==> config.mk <==
export PLATFORM = sky130hd
export DESIGN_NAME = pipeline_ctrl
export DESIGN_NICKNAME = d
export VERILOG_FILES = /design/src/rtl/pipeline_pkg.sv /design/src/rtl/pipeline_ctrl_hazard.sv /design/src/rtl/pipeline_ctrl.sv
export SDC_FILE = /design/constraint.sdc
export NUM_CORES = 1
export LEC_CHECK = 0
export ABC_AREA = 1
export BUFFER_PORTS_ARGS = -buffer_cell sky130_fd_sc_hd__buf_4
export CAP_MARGIN = 20
export CORE_UTILIZATION = 45
export DETAILED_ROUTE_END_ITERATION = 10
export GPL_TIMING_DRIVEN = 0
export HOLD_SLACK_MARGIN = 0.08
export PLACE_DENSITY_LB_ADDON = 0.25
export SKIP_CTS_REPAIR_TIMING = 1
export SLEW_MARGIN = 20
export SYNTH_ARGS = -nofsm -noshare
export SYNTH_HDL_FRONTEND = slang
export SYNTH_SLANG_ARGS = --single-unit
==> constraint.sdc <==
create_clock -name clk -period 2.4 [get_ports clk]
set_clock_uncertainty 0.05 [all_clocks]
set_input_delay 0.12 -clock clk [delete_from_list [all_inputs] [get_ports clk]]
set_output_delay 0.12 -clock clk [all_outputs]
set_load 0.05 [all_outputs]
==> src/rtl/pipeline_pkg.sv <==
// Shared definitions for the pipeline control slice: controller states,
// the default memory timeout, the bubble pattern and decoder opcodes.
package pipeline_pkg;

   localparam int REG_ADDR_W          = 5;
   localparam int MEM_TIMEOUT_DEFAULT = 255;

   typedef enum logic [1:0] {
      ST_RUN      = 2'd0,
      ST_MEM_WAIT = 2'd1,
      ST_ERROR    = 2'd2
   } pipe_state_e;

   // Control bits carried by a stage register; a bubble has every bit cleared
   typedef struct packed {
      logic       reg_write;
      logic       mem_read;
      logic       mem_write;
      logic       branch;
      logic       alu_src;
      logic       mem_to_reg;
      logic [1:0] alu_op;
   } ctrl_bits_t;

   localparam ctrl_bits_t BUBBLE = '0;

   // RV32I major opcodes recognised by the decoder
   localparam logic [6:0] OP_RTYPE  = 7'b0110011;
   localparam logic [6:0] OP_ITYPE  = 7'b0010011;
   localparam logic [6:0] OP_LOAD   = 7'b0000011;
   localparam logic [6:0] OP_STORE  = 7'b0100011;
   localparam logic [6:0] OP_BRANCH = 7'b1100011;
   localparam logic [6:0] OP_JAL    = 7'b1101111;

endpackage

==> src/rtl/pipeline_ctrl_hazard.sv <==
// Load-use hazard detection: a load in EX writing a register that the
// instruction in ID reads. Register x0 never creates a dependency.
module hazard_detect
   import pipeline_pkg::*;
(
   input  logic                  ex_mem_read,
   input  logic [REG_ADDR_W-1:0] ex_rd,
   input  logic [REG_ADDR_W-1:0] id_rs1,
   input  logic [REG_ADDR_W-1:0] id_rs2,
   output logic                  load_use
);

   assign load_use = ex_mem_read && (ex_rd != '0) &&
                     ((ex_rd == id_rs1) || (ex_rd == id_rs2));

endmodule

==> src/rtl/pipeline_ctrl.sv <==
// Pipeline stall/flush controller. Stage enables and flushes are decoded
// combinationally from the current state and inputs so a hazard stalls the
// pipe in the same cycle it is seen. A memory access that does not complete
// freezes every stage until dmem_ready, and a wait that runs too long locks
// the controller in ERROR until reset.
module pipeline_ctrl
   import pipeline_pkg::*;
#(
   parameter int MEM_TIMEOUT = MEM_TIMEOUT_DEFAULT,
   parameter int CNT_W       = 16
) (
   input  logic                  clk,
   input  logic                  rst_n,
   input  logic [REG_ADDR_W-1:0] id_rs1,
   input  logic [REG_ADDR_W-1:0] id_rs2,
   input  logic [REG_ADDR_W-1:0] ex_rd,
   input  logic                  ex_mem_read,
   input  logic                  ex_branch_taken,
   input  logic                  mem_req,
   input  logic                  dmem_ready,
   output logic                  pc_write,
   output logic                  if_id_write,
   output logic                  id_ex_write,
   output logic                  ex_mem_write,
   output logic                  if_id_flush,
   output logic                  id_ex_flush,
   output logic                  halt_err,
   output logic [CNT_W-1:0]      stall_cnt
);

   localparam int               WAIT_W   = $clog2(MEM_TIMEOUT + 1);
   localparam logic [WAIT_W-1:0] WAIT_MAX = WAIT_W'(MEM_TIMEOUT);
   localparam logic [WAIT_W-1:0] WAIT_ONE = WAIT_W'(1);
   localparam logic [CNT_W-1:0]  CNT_MAX  = '1;

   pipe_state_e        state_q, state_d, eff_state;
   logic [WAIT_W-1:0]  wait_q, wait_d;
   logic [CNT_W-1:0]   stall_cnt_q, stall_cnt_d;
   logic               load_use;
   logic               mem_stall;
   logic               freeze;

   hazard_detect u_hazard (
      .ex_mem_read (ex_mem_read),
      .ex_rd       (ex_rd),
      .id_rs1      (id_rs1),
      .id_rs2      (id_rs2),
      .load_use    (load_use)
   );

   assign mem_stall = mem_req && !dmem_ready;
   assign stall_cnt = stall_cnt_q;

   // Next state, wait counter and stage controls; while in reset the outputs decode as RUN
   always_comb begin
      eff_state    = rst_n ? state_q : ST_RUN;
      state_d      = state_q;
      wait_d       = wait_q;
      freeze       = 1'b0;
      halt_err     = 1'b0;
      pc_write     = 1'b1;
      if_id_write  = 1'b1;
      id_ex_write  = 1'b1;
      ex_mem_write = 1'b1;
      if_id_flush  = 1'b0;
      id_ex_flush  = 1'b0;

      case (eff_state)
         ST_RUN: begin
            freeze = mem_stall;
            if (mem_stall) begin
               state_d = ST_MEM_WAIT;
               wait_d  = WAIT_ONE;
            end
         end
         ST_MEM_WAIT: begin
            freeze = !dmem_ready;
            if (!dmem_ready) begin
               if (wait_q == WAIT_MAX) begin
                  state_d = ST_ERROR;
               end else begin
                  wait_d = wait_q + WAIT_ONE;
               end
            end else begin
               state_d = ST_RUN;
               wait_d  = '0;
            end
         end
         ST_ERROR: begin
            freeze   = 1'b1;
            halt_err = 1'b1;
         end
         default: begin
            state_d = ST_RUN;
            wait_d  = '0;
         end
      endcase

      if (freeze) begin
         pc_write     = 1'b0;
         if_id_write  = 1'b0;
         id_ex_write  = 1'b0;
         ex_mem_write = 1'b0;
      end else if (ex_branch_taken) begin
         if_id_flush = 1'b1;
         id_ex_flush = 1'b1;
      end else if (load_use) begin
         pc_write    = 1'b0;
         if_id_write = 1'b0;
         id_ex_flush = 1'b1;
      end

      stall_cnt_d = stall_cnt_q;
      if (!pc_write && (stall_cnt_q != CNT_MAX)) begin
         stall_cnt_d = stall_cnt_q + 1'b1;
      end
   end

   // State, wait counter and saturating stall counter registers
   always_ff @(posedge clk) begin
      if (!rst_n) begin
         state_q     <= ST_RUN;
         wait_q      <= '0;
         stall_cnt_q <= '0;
      end else begin
         state_q     <= state_d;
         wait_q      <= wait_d;
         stall_cnt_q <= stall_cnt_d;
      end
   end

endmodule

# Word-level counts from Yosys, hierarchy flattened
# Index checks and enable logic that the tools add are counted.
[classes]
eq_ne = 9
muxes = 20
reduce_logical = 11
n_bitwise = 1
addsub = 2
[ops]
columns = ["cell", "n"]
rows = [
  ["8-bit two-way mux", 3],
  ["8-bit case mux with 3 select lines", 1],
  ["16-bit by 1-bit adder with 16-bit output, second input constant", 1],
  ["16-bit inequality test, second input constant", 1],
  ["5-bit == test", 2],
  ["1-bit two-way mux", 10],
  ["8-bit by 1-bit adder with 8-bit output, second input constant", 1],
  ["8-bit == test, second input constant", 1],
  ["2-bit two-way mux", 4],
  ["3-bit inequality test, second input constant", 2],
  ["2-bit case mux with 3 select lines", 1],
  ["3-bit AND reduction", 2],
  ["5-bit nonzero test", 1],
  ["1-bit logical AND", 4],
  ["1-bit case mux with 3 select lines", 1],
  ["2-bit by 1-bit == test with 1-bit output, second input constant", 1],
  ["2-bit == test, second input constant", 1],
  ["1-bit zero test", 2],
  ["2-bit zero test", 1],
  ["2-bit inequality test, second input constant", 1],
  ["1-bit logical OR", 1],
  ["1-bit inverter", 1],
]
[totals]
out_inout_bits = 23
word_cells = 46
ff_bits = 26

# Longest topological paths before layout
[depth]
word_depth = 8
mapped_depth = 13
depth_no_buf = 12

# By module
# A second synthesis with hierarchy kept.
[hier_totals]
cells_unflattened = 305
hier_area_um2 = 1821.7
[by_module_without_submodules]
columns = ["module", "cells_per_inst", "area_each_um2", "n_inst"]
rows = [
  ["pipeline_ctrl", 260, 1626.6, 1],
  ["hazard_detect", 45, 195.2, 1],
]

# Worst setup path after synthesis
# No wires, ideal clock.
[synth_path]
path_kind = "flip-flop to output port"
start = "register state_q[0]"
end = "output port pc_write"
stages_incl_launch_ff = 8
path_slack_ns = -0.088
t_required_ns = 2.230
arrival_ns = 2.318
path_cell_list = "dfxtp_1 > nand2_1 > o21ai_1 > nand2_1 > buf_6 > buf_6 > inv_1 > buf_4"
[synth_between]
elab_chain_len = 4
elab_cells_between_ends = 6
[synth_lines]
columns = ["element", "line_no", "text"]
rows = [
  ["from (decl)", "pipeline_ctrl.sv:36", "pipe_state_e state_q, state_d, eff_state;"],
  ["from (signal assigned)", "pipeline_ctrl.sv:126", "state_q <= state_d;"],
  ["2-bit two-way mux (*)", "pipeline_ctrl.sv:56", "eff_state = rst_n ? state_q : ST_RUN;"],
  ["2-bit == test (tied with other cells)", "pipeline_ctrl.sv:68", "case (eff_state)"],
  ["1-bit case mux with 3 select lines (*)", "pipeline_ctrl.sv:68", ""],
  ["1-bit two-way mux (*)", "--", ""],
  ["to (decl)", "pipeline_ctrl.sv:21", "output logic pc_write,"],
]
# Mark *: on every way between the ends. The rest lies on a longest branch, timed or not.

# Final worst setup path
[layout_path]
start = "register state_q[1]"
end = "output port pc_write"
[layout_between]
elab_chain_len = 4
elab_cells_between_ends = 6
[layout_lines]
columns = ["element", "line_no", "text"]
rows = [
  ["2-bit two-way mux (*)", "pipeline_ctrl.sv:56", ""],
  ["2-bit == test (tied with other cells)", "pipeline_ctrl.sv:68", ""],
  ["1-bit case mux with 3 select lines (*)", "pipeline_ctrl.sv:68", ""],
  ["1-bit two-way mux (*)", "pipeline_ctrl.sv:99", "if (freeze) begin"],
]
# Marks and branches as above.

==> run summary <==
The logs give 0 for the aggregate global routing overflow and 299 for the synthesized netlist net count. The buffer depth of the longest clock path was 2; the TritonCTS sink count was 26. For the remaining max-slew budget at the tightest pin, the log shows 0.696. Among all stages on the critical path, the largest delay is contributed by sky130_fd_sc_hd__dfxtp_1. The portion of the post-synthesis area used by sequential elements is 0.312.

Walking the worst path, the cells encountered are o21ai_1 -> o21ai_1 -> o21ai_2 -> nand2_1 -> buf_6 -> buf_6 -> inv_1 -> buf_4 -> buf_4. The run gives 0 as the total of max-cap violations. Data arrival time of the worst path: 1.86 ns.

Startpoint kind of the worst setup timing path: a flop. The tools report the final count of hold timing violations as 0. The core region is 3440 µm².

At the end of routability-driven placement, the weighted congestion stood at 0.815. The average wire per standard cell was 9.66 µm; the number of distinct standard cells referenced by the synthesized netlist was 25. The fraction of layout instances using a drive strength above 1 was 0.204.

The maximum VDD drop came out at 0.000368 V. At the worst endpoint, the required time is 2.23 ns. Entering global routing, the biggest net connects 16 pins.

After detailed routing, the number of vias per cell comes to 4.78. In this run the register-to-register setup slack is 0.58 ns. Derived from the worst setup path, the maximum achievable clock frequency is 0.492 GHz. The tools report the total number of H-tree levels as 1. The number of top-level pins was 44; the total power was 1070 µW. The remaining antenna violation count came out at 0. Number of detailed-route iterations in the first pass: 4. The clock reaches the later pin of the worst-skew pair after 0.27 ns. The number of slew-limit violations in the final report is 0. The logs give 0 for the count of yosys warnings during synthesis and 1492 for the number of global-route vias before repair. Wires add up to 3.57 mm. Summed over all cells, the static leakage comes to 0.00106 µW. Number of remaining DRC errors: 0. The synthesized design contains 26 register bits. Setup repair after global routing left no endpoint under its margin. After synthesis, the mean cell area works out to 6.05 µm². The run gives 347 as the final net count.

The run finished with clean final reports. The tools report the cell at the root of the clock tree as sky130_fd_sc_hd__clkbuf_8. Synthesis produced a netlist whose cell count is 276. TritonCTS built the clock tree. Measured along the y axis, the die boundary spans 62.9 µm. The clock-pin slew on the worst setup and hold paths works out to 0.09 ns. The die covers 3960 µm². Once detailed placement completed, the half-perimeter wirelength came to 2.83 mm. The run gives 0.185 as the global-route usage over all layers.

The first global-routing pass estimated 6.05 mm of wire. The tools report the fill cell instance count of the final layout as 339. Setup violations remaining at the end of the flow were counted as 0. The largest single stage delay on the critical path is 0.35 ns. The ratio of final minimum period to clock period is 0.847.

The critical path class was reg -> out. The tools report the number of placement rows as 21. Buffers inserted during clock tree synthesis total 3. Worst hold path class: in -> reg. Setup total negative slack on the finished layout was measured at 0 ns. The starting utilization of the core area is 0.485, and the slew of the pin with the lowest slew margin is 0.456 ns. The floorplan step set the die width to 62.9 µm.

In this run the cell area of the synthesized design comes to 1670 µm². For the number of antenna violations at the first check in global routing, the log shows 0. The smallest clock period supported by the final layout is computed as 2.03 ns. STA classifies the critical path endpoint as an output port. In this run the tool buffered the top-level ports with 43 buffer cells. The run gives 68 as the number of design-rule violations left by the first detailed-router iteration.

Compared with the post-synthesis result, the final layout area differs by 27.3%. In this run the power density over the cells is 503 nW/µm². The maximum fanout count along the critical path is 10, and the final cell utilization of the core is 0.617. For this block, the via count after detailed routing is 1764. The number of antenna diodes in the final layout is 0.
-- area by class of cell --
type / instances / area, µm² / share of cell area
well taps: 46 / 57.6 / 0.0271
clock buffers: 3 / 41.3 / 0.0194
inverters: 42 / 158 / 0.0742
clock inverters: 1 / 30.0 / 0.0141
repair buffers: 43 / 323 / 0.152
flip-flops and latches: 26 / 520 / 0.245
multi-input cells: 201 / 945 / 0.445
plain buffers: 7 / 50.0 / 0.0236
-- critical path, delay by kind of cell, from the launching register on --
| kind | cells | cell delay, ns |
|---|---|---|
| simple gates | 1 | 0.11 |
| compound gates | 3 | 0.50 |
| buf+inv | 5 | 0.64 |
| flops | 1 | 0.35 |
-- cell usage in the layout (no fill, tap or decap) --
master	instances
sky130_fd_sc_hd__nor2_4	1
sky130_fd_sc_hd__a21oi_1	21
sky130_fd_sc_hd__buf_2	1
sky130_fd_sc_hd__bufinv_16	1
sky130_fd_sc_hd__nand4_1	4
sky130_fd_sc_hd__nor2_2	3
sky130_fd_sc_hd__nor3_1	2
sky130_fd_sc_hd__xor2_1	3
sky130_fd_sc_hd__nor3_2	1
sky130_fd_sc_hd__o21ai_0	6
sky130_fd_sc_hd__buf_4	45
sky130_fd_sc_hd__buf_6	2
sky130_fd_sc_hd__inv_1	38
sky130_fd_sc_hd__inv_2	4
sky130_fd_sc_hd__o21ai_2	1
sky130_fd_sc_hd__nand3_1	29
sky130_fd_sc_hd__clkbuf_8	3
sky130_fd_sc_hd__nor2_1	47
sky130_fd_sc_hd__nand3b_1	2
sky130_fd_sc_hd__nand4_4	1
sky130_fd_sc_hd__xnor2_1	2
sky130_fd_sc_hd__o21bai_1	1
sky130_fd_sc_hd__nand2_2	3
sky130_fd_sc_hd__clkbuf_1	2
sky130_fd_sc_hd__o21ai_1	2
sky130_fd_sc_hd__dfxtp_1	26
sky130_fd_sc_hd__nand2_1	70
sky130_fd_sc_hd__ha_1	2
-- power breakdown --
| part | switching [µW] | total, µW | internal [µW] |
|---|---|---|---|
| combinational | 159 | 251 | 92.5 |
| sequential | 12.9 | 456 | 443 |
| clock | 139 | 362 | 223 |
| total | 311 | 1070 | 758 |
-- sequential cells by signal (all words and copies together) (netlist names) --
signal and cells:
state_q 2, stall_cnt 16, wait_q 8
-- metal layers --
layer,vias up,track usage,share of wire
met1,783,0.225,0.47
met3,2,0.0347,0.033
met2,24,0.333,0.49
met5,-,0,0
met4,0,0.0349,0.0048
li1,955,-,-
-- final timing paths --
check,from,to,cells past startpoint
hold / removal,rst_n,wait_q[5],3
setup / recovery,state_q[1],pc_write,9
setup reg to reg,stall_cnt[0],stall_cnt[14],10
hold reg to reg,wait_q[2],wait_q[2],2
-- cell families after synthesis --
logic type	count (synthesis)	share of synthesized area
simple gates	163	0.428
buf+inv	49	0.124
compound gates	31	0.0945
flops	26	0.312
xor+xnor	5	0.0262
fa+ha+maj	2	0.0150
-- synth_stat cells --
library cell                n  area share
sky130_fd_sc_hd__nand2_1   70        0.16
sky130_fd_sc_hd__nor2_1    47        0.11
sky130_fd_sc_hd__inv_1     38       0.085
sky130_fd_sc_hd__nand3_1   29       0.087
sky130_fd_sc_hd__dfxtp_1   26        0.31
sky130_fd_sc_hd__a21oi_1   21       0.063
sky130_fd_sc_hd__o21ai_0    6       0.018
sky130_fd_sc_hd__inv_2      4      0.0090
sky130_fd_sc_hd__nand4_1    4       0.015
sky130_fd_sc_hd__nand2_2    3       0.011
sky130_fd_sc_hd__nor2_2     3       0.011
sky130_fd_sc_hd__o21ai_1    3      0.0090
sky130_fd_sc_hd__xor2_1     3       0.016
sky130_fd_sc_hd__buf_4      2      0.0090
sky130_fd_sc_hd__buf_6      2       0.013
sky130_fd_sc_hd__clkbuf_1   2      0.0045
sky130_fd_sc_hd__ha_1       2       0.015
sky130_fd_sc_hd__nand3b_1   2      0.0090
sky130_fd_sc_hd__nor3_1     2      0.0060
sky130_fd_sc_hd__xnor2_1    2       0.010
sky130_fd_sc_hd__buf_2      1      0.0030
sky130_fd_sc_hd__nand4_4    1       0.013
sky130_fd_sc_hd__nor2_4     1      0.0067
sky130_fd_sc_hd__nor3_2     1      0.0060
sky130_fd_sc_hd__o21bai_1   1      0.0045
-- per-stage QoR --
stage               instances  area [µm²]  hold WS (ns)  worst slack, ns
floorplan                 276        1670         0.274            0.229
global placement          365        2050         0.404            0.621
detailed placement        365        2050         0.411            0.599
CTS                       369        2120         0.159            0.363
global route              369        2120         0.190            0.193
finish                    369        2120         0.164            0.367
(Power assumes the default switching activity.)
